File: src/rtl/matrix_exec_unit_pkg.sv
// Shared encodings for the matrix execution unit.
//   MX_OP_*  : command opcodes carried on cmd_op
//   MX_SRC_* : WRITE data source select carried on cmd_src
//   mx_state_e : MOPA sequencer states
package matrix_exec_unit_pkg;

    localparam logic [1:0] MX_OP_WRITE = 2'b00;
    localparam logic [1:0] MX_OP_READ  = 2'b01;
    localparam logic [1:0] MX_OP_MOPA  = 2'b10;
    localparam logic [1:0] MX_OP_CLEAR = 2'b11;

    localparam logic MX_SRC_MEM = 1'b0;
    localparam logic MX_SRC_REG = 1'b1;

    typedef enum logic {
        MX_ST_IDLE = 1'b0,
        MX_ST_RUN  = 1'b1
    } mx_state_e;

endpackage

File: src/rtl/mopa_row_mac.sv
// One row of the outer-product accumulate: row_out[j] = row_in[j] + sext(a*b[j]).
// Purely combinational; the top muxes the active row in and out.
//   row_in  : N accumulators of the row being updated
//   a_elem  : signed int8 a[i] for that row
//   b_vec   : packed signed int8 vector b
//   row_out : N updated accumulators (wrap modulo 2^W)
module mopa_row_mac #(
    parameter int N = 4,
    parameter int W = 32
) (
    input  logic [N-1:0][W-1:0] row_in,
    input  logic [7:0]          a_elem,
    input  logic [N-1:0][7:0]   b_vec,
    output logic [N-1:0][W-1:0] row_out
);

    for (genvar j = 0; j < N; j++) begin : g_col
        logic signed [15:0] prod;
        // int8 x int8 always fits in 16 bits signed
        assign prod       = $signed(a_elem) * $signed(b_vec[j]);
        assign row_out[j] = row_in[j] + {{(W-16){prod[15]}}, prod};
    end

endmodule

File: src/rtl/matrix_exec_unit.sv
// Matrix register file (N x N, W-bit) with element WRITE/READ, CLEAR and a
// multi-cycle MOPA outer-product accumulate processed one row per cycle.
//   clk, rst           : clock, asynchronous active-high reset
//   cmd_valid/ready    : command handshake; ready is low while MOPA runs
//   cmd_op, cmd_src    : opcode and WRITE source select
//   cmd_row, cmd_col   : element index for WRITE/READ
//   cmd_mem_data       : WRITE data from memory stage
//   cmd_reg_data(2)    : WRITE data from rs1 / MOPA vectors a (rs1), b (rs2)
//   rd_valid, rd_data  : READ result, one cycle after accept; data held
//   busy, mopa_done    : MOPA in progress / one-cycle completion pulse
module matrix_exec_unit
    import matrix_exec_unit_pkg::*;
#(
    parameter int N    = 4,
    parameter int W    = 32,
    parameter int IDXW = $clog2(N)
) (
    input  logic            clk,
    input  logic            rst,
    input  logic            cmd_valid,
    output logic            cmd_ready,
    input  logic [1:0]      cmd_op,
    input  logic            cmd_src,
    input  logic [IDXW-1:0] cmd_row,
    input  logic [IDXW-1:0] cmd_col,
    input  logic [W-1:0]    cmd_mem_data,
    input  logic [W-1:0]    cmd_reg_data,
    input  logic [W-1:0]    cmd_reg_data2,
    output logic            rd_valid,
    output logic [W-1:0]    rd_data,
    output logic            busy,
    output logic            mopa_done
);

    mx_state_e                  state;
    logic [IDXW-1:0]            cnt;
    logic [N-1:0][7:0]          a_lat;
    logic [N-1:0][7:0]          b_lat;
    logic [N-1:0][N-1:0][W-1:0] mat;
    logic [N-1:0][W-1:0]        mac_out;

    logic         accept;
    logic         idx_ok;
    logic         last_row;
    logic [W-1:0] wr_data;

    // ready depends on state only, never on cmd_valid
    assign busy      = (state == MX_ST_RUN);
    assign cmd_ready = !busy;
    assign accept    = cmd_valid && cmd_ready;

    // Only matters when N is not a power of two
    assign idx_ok   = (int'(cmd_row) < N) && (int'(cmd_col) < N);
    assign last_row = (int'(cnt) == N - 1);
    assign wr_data  = (cmd_src == MX_SRC_REG) ? cmd_reg_data : cmd_mem_data;

    mopa_row_mac #(
        .N (N),
        .W (W)
    ) u_mac (
        .row_in  (mat[cnt]),
        .a_elem  (a_lat[cnt]),
        .b_vec   (b_lat),
        .row_out (mac_out)
    );

    always_ff @(posedge clk or posedge rst) begin
        if (rst) begin
            state     <= MX_ST_IDLE;
            cnt       <= '0;
            a_lat     <= '0;
            b_lat     <= '0;
            mat       <= '0;
            rd_valid  <= 1'b0;
            rd_data   <= '0;
            mopa_done <= 1'b0;
        end else begin
            rd_valid  <= 1'b0;
            mopa_done <= 1'b0;
            case (state)
                MX_ST_IDLE: begin
                    if (accept) begin
                        case (cmd_op)
                            MX_OP_WRITE: begin
                                if (idx_ok) mat[cmd_row][cmd_col] <= wr_data;
                            end
                            MX_OP_READ: begin
                                rd_valid <= 1'b1;
                                rd_data  <= idx_ok ? mat[cmd_row][cmd_col] : '0;
                            end
                            MX_OP_MOPA: begin
                                // operands captured here; ports are free during RUN
                                a_lat <= cmd_reg_data[N*8-1:0];
                                b_lat <= cmd_reg_data2[N*8-1:0];
                                cnt   <= '0;
                                state <= MX_ST_RUN;
                            end
                            MX_OP_CLEAR: mat <= '0;
                            default: ;
                        endcase
                    end
                end
                MX_ST_RUN: begin
                    mat[cnt] <= mac_out;
                    if (last_row) begin
                        state     <= MX_ST_IDLE;
                        cnt       <= '0;
                        mopa_done <= 1'b1;
                    end else begin
                        cnt <= cnt + 1'b1;
                    end
                end
                default: state <= MX_ST_IDLE;
            endcase
        end
    end

endmodule

File: config.mk
export PLATFORM = sky130hd
export DESIGN_NAME = matrix_exec_unit
export DESIGN_NICKNAME = d
export VERILOG_FILES = /design/src/rtl/matrix_exec_unit_pkg.sv /design/src/rtl/mopa_row_mac.sv /design/src/rtl/matrix_exec_unit.sv
export SDC_FILE = /design/constraint.sdc
export NUM_CORES = 2
export LEC_CHECK = 0
export BUFFER_PORTS_ARGS = -buffer_cell sky130_fd_sc_hd__buf_2
export CAP_MARGIN = 0
export CORE_UTILIZATION = 58
export CTS_CLUSTER_SIZE = 20
export DETAILED_ROUTE_END_ITERATION = 10
export GPL_ROUTABILITY_DRIVEN = 0
export GPL_TIMING_DRIVEN = 0
export HOLD_SLACK_MARGIN = 0.15
export PLACE_DENSITY_LB_ADDON = 0.3
export SYNTH_ARGS = -nofsm -noshare
export SYNTH_HDL_FRONTEND = slang
export SYNTH_SLANG_ARGS = --single-unit
File: constraint.sdc
create_clock -name clk -period 19.35 [get_ports clk]
set_input_delay 3.87 -clock clk [delete_from_list [all_inputs] [get_ports clk]]
set_output_delay 3.87 -clock clk [all_outputs]
set_load 0.05 [all_outputs]
==> impl_metrics.json <==
{
  "status": "complete, but fails checks",
  "violations": "design-rule violations, max-capacitance violations, max-slew violations",
  "overflow": 0,
  "cts-root-buf": "clkbuf_16",
  "instances_no_fill": 6428,
  "place_hpwl_um": 148000,
  "area_growth_pct": 10.1,
  "cts_hold_buffers": 0,
  "synth_nets": 5557,
  "clock_skew_ns": 0.0511,
  "cp_data_required_time_ns": 19.93,
  "crit_fanout": 10,
  "synth_area_um2": 49300,
  "place.port_buffers": 139,
  "fin_nets": 5787,
  "cp-start-kind": "register",
  "io_pins": 142,
  "max_slew.worst_pin.slew_ns": 1.67,
  "fmax_ghz": 0.0771,
  "antenna_found_initial": 14,
  "netlist_instances": 4994,
  "clkTransAtPathRegs_ns": 0.07,
  "cts-buffers-inserted": 70,
  "cts_buffer_depth": 3,
  "numPlacedInstances": 6285,
  "slew_headroom": -0.115,
  "ys.flop_type": "dfrtp_1",
  "hold_viol": 0,
  "start_util": 0.588,
  "wl_um": 203000,
  "drtIter0Drc": 7357,
  "period_share": 0.670,
  "cts_tree": "done",
  "vias": 45600,
  "htree_levels": 3,
  "critPathSlowestCell": "xor2_1",
  "finalSetupViolations": 0,
  "min_period_ns": 12.96,
  "rows": 106,
  "avgSynthCellArea_um2": 9.87,
  "worst_ep_arrival_time_ns": 13.54,
  "layout-drive-gt1-share": 0.150,
  "post-synth-top-count-cell": "dfrtp_1",
  "grt_start_max_net_pins": 43,
  "dieWidth_um": 294,
  "ant_nets": 0,
  "synth_top_area_frac": 0.311,
  "synth_top_cell_by_area": "dfrtp_1",
  "synth_area_leaders": "dfrtp_1 31%, mux4_2 14%, fa_1 9.1%, ha_1 5.9%, o21ai_0 4.8%",
  "routedWlPerCell_um": 31.6,
  "dieHeight_um": 294,
  "core_um2": 83800,
  "hp-class": "register to register",
  "insertion_delay_ns": 0.70,
  "drc": 59,
  "postCtsSetupBuffers": 0,
  "maxCapViolCount": 15,
  "drv_slew": 146,
  "rsz0062_at_grt": "false",
  "timing.setup.tns_ns": 0,
  "ys_types": 92,
  "max_stage_delay_ns": 0.98,
  "synthTopCellsByCount": "613 x dfrtp_1, 556 x nand2_1, 469 x o21ai_0",
  "clkSinkCount": 613,
  "yosysSeqAreaShare": 0.311,
  "worstSetupPathType": "register to register",
  "ys_seq_elements": 613,
  "track_usage": 0.476,
  "async_flop_share": 1.00,
  "cp_common_cell": "a21oi_1",
  "yosys_warnings": 0,
  "grt_pass1_wl_um": 294000,
  "synth_edf_count": 0,
  "grt_pass1_vias": 44400,
  "dr.pass1.iters": 11,
  "viasPerCell": 7.09,
  "endpoint_kind": "register",
  "dieArea_um2": 86200,
  "ctsResizeCount": 0
}
==> metal layers <==
| layer | routed length (um) | share of wire | global-route usage |
|---|---|---|---|
| met5 | 1000 | 0.0049 | 0.0788 |
| met4 | 22400 | 0.11 | 0.393 |
| met3 | 35700 | 0.18 | 0.263 |
| met2 | 77900 | 0.38 | 0.623 |
| met1 | 66000 | 0.33 | 0.559 |
==> metrics by stage <==
step | worst slack, ns | hold slack [ns] | instance area [um2] | utilization
2_1_floorplan | 7.11 | 0.450 | 49300 | -
3_3_place_gp | 3.23 | 0.465 | 51400 | 0.613
3_5_place_dp | 6.90 | 0.486 | 51800 | 0.618
4_1_cts | 6.86 | 0.498 | 54200 | 0.647
5_1_grt | 6.43 | 0.521 | 54200 | 0.647
6_report | 6.39 | 0.499 | 54300 | 0.648
==> kinds of logic (layout without fill, tap and decap cells) <==
kind of cell,after synthesis,count (layout),share of synthesized area
and+or+nand+nor,1250,1250,0.114
xor gates and xnor gates,191,191,0.0354
other,0,15,0
DFF,613,613,0.311
muxes,472,472,0.175
adders and majority gates,459,459,0.151
AOI/OAI and AO/OA,1327,1327,0.161
buffers and inverters,682,967,0.0524
==> flip-flops by register name, summed over array words and instances, names as in the netlist <==
name,count
rd_data,32
b_lat,32
rd_valid,1
mopa_done,1
mat,512
busy,1
cnt,2
a_lat,32
==> critical path, delay by kind of cell, from the launching register on <==
family | cells | cell delay (ns)
flip-flops | 1 | 0.58
AO/OA/AOI/OAI | 12 | 3.29
adder cells (fa/ha/maj) | 6 | 2.40
buffers and inverters | 7 | 3.64
multiplexers | 2 | 0.90
AND/OR/NAND/NOR | 4 | 0.83
XOR/XNOR | 2 | 1.15
==> worst paths after layout <==
kind / cells past startpoint / startpoint / slack [ns] / endpoint
max in group asynchronous: 8 / rst / 14.18 / a_lat[22]
min in group asynchronous: 2 / rst / 3.26 / mat[221]
setup reg to reg: 33 / cnt[1] / 6.39 / mat[51]
hold / removal: 2 / mat[353] / 0.50 / mat[353]
setup / recovery: 33 / cnt[1] / 6.39 / mat[51]
hold reg to reg: 2 / mat[353] / 0.50 / mat[353]
==> cell type report <==
cell class | count | area, um2
flip-flops and latches | 613 | 15300
clock buffers | 101 | 2090
clock inverters | 26 | 333
repair buffers | 158 | 1070
diodes | 15 | 37.5
plain buffers | 304 | 1180
fillers | 6627 | 29500
multi-input cells | 3699 | 31400
well taps | 1134 | 1420
inverters | 378 | 1420
==> cells in the final DEF (no fill, tap or decap), types with 13 or more instances in the layout <==
cell type / instances
buf_2: 151
clkbuf_16: 71
and2_1: 196
ha_1: 233
o21a_1: 29
nor2_1: 297
clkbuf_1: 262
a211oi_1: 27
a21o_1: 69
o21bai_1: 33
o21ai_1: 29
a22oi_1: 50
mux2_2: 147
a31oi_1: 15
xor2_1: 45
nor3_1: 37
buf_1: 32
a221o_1: 15
o211ai_1: 20
o221ai_1: 47
buf_12: 17
nor2b_1: 37
nand2_1: 556
dfrtp_1: 613
xnor2_1: 140
clkbuf_8: 20
nand2b_1: 29
o31ai_1: 13
mux4_2: 296
nand3_1: 23
mux2i_1: 29
fa_1: 224
o21ai_0: 469
inv_1: 372
a21oi_1: 424
diode_2: 15
Power is left out: the tool's default activity adds up to more than one toggle a clock period on the data nets, which glitch-free logic cannot reach.
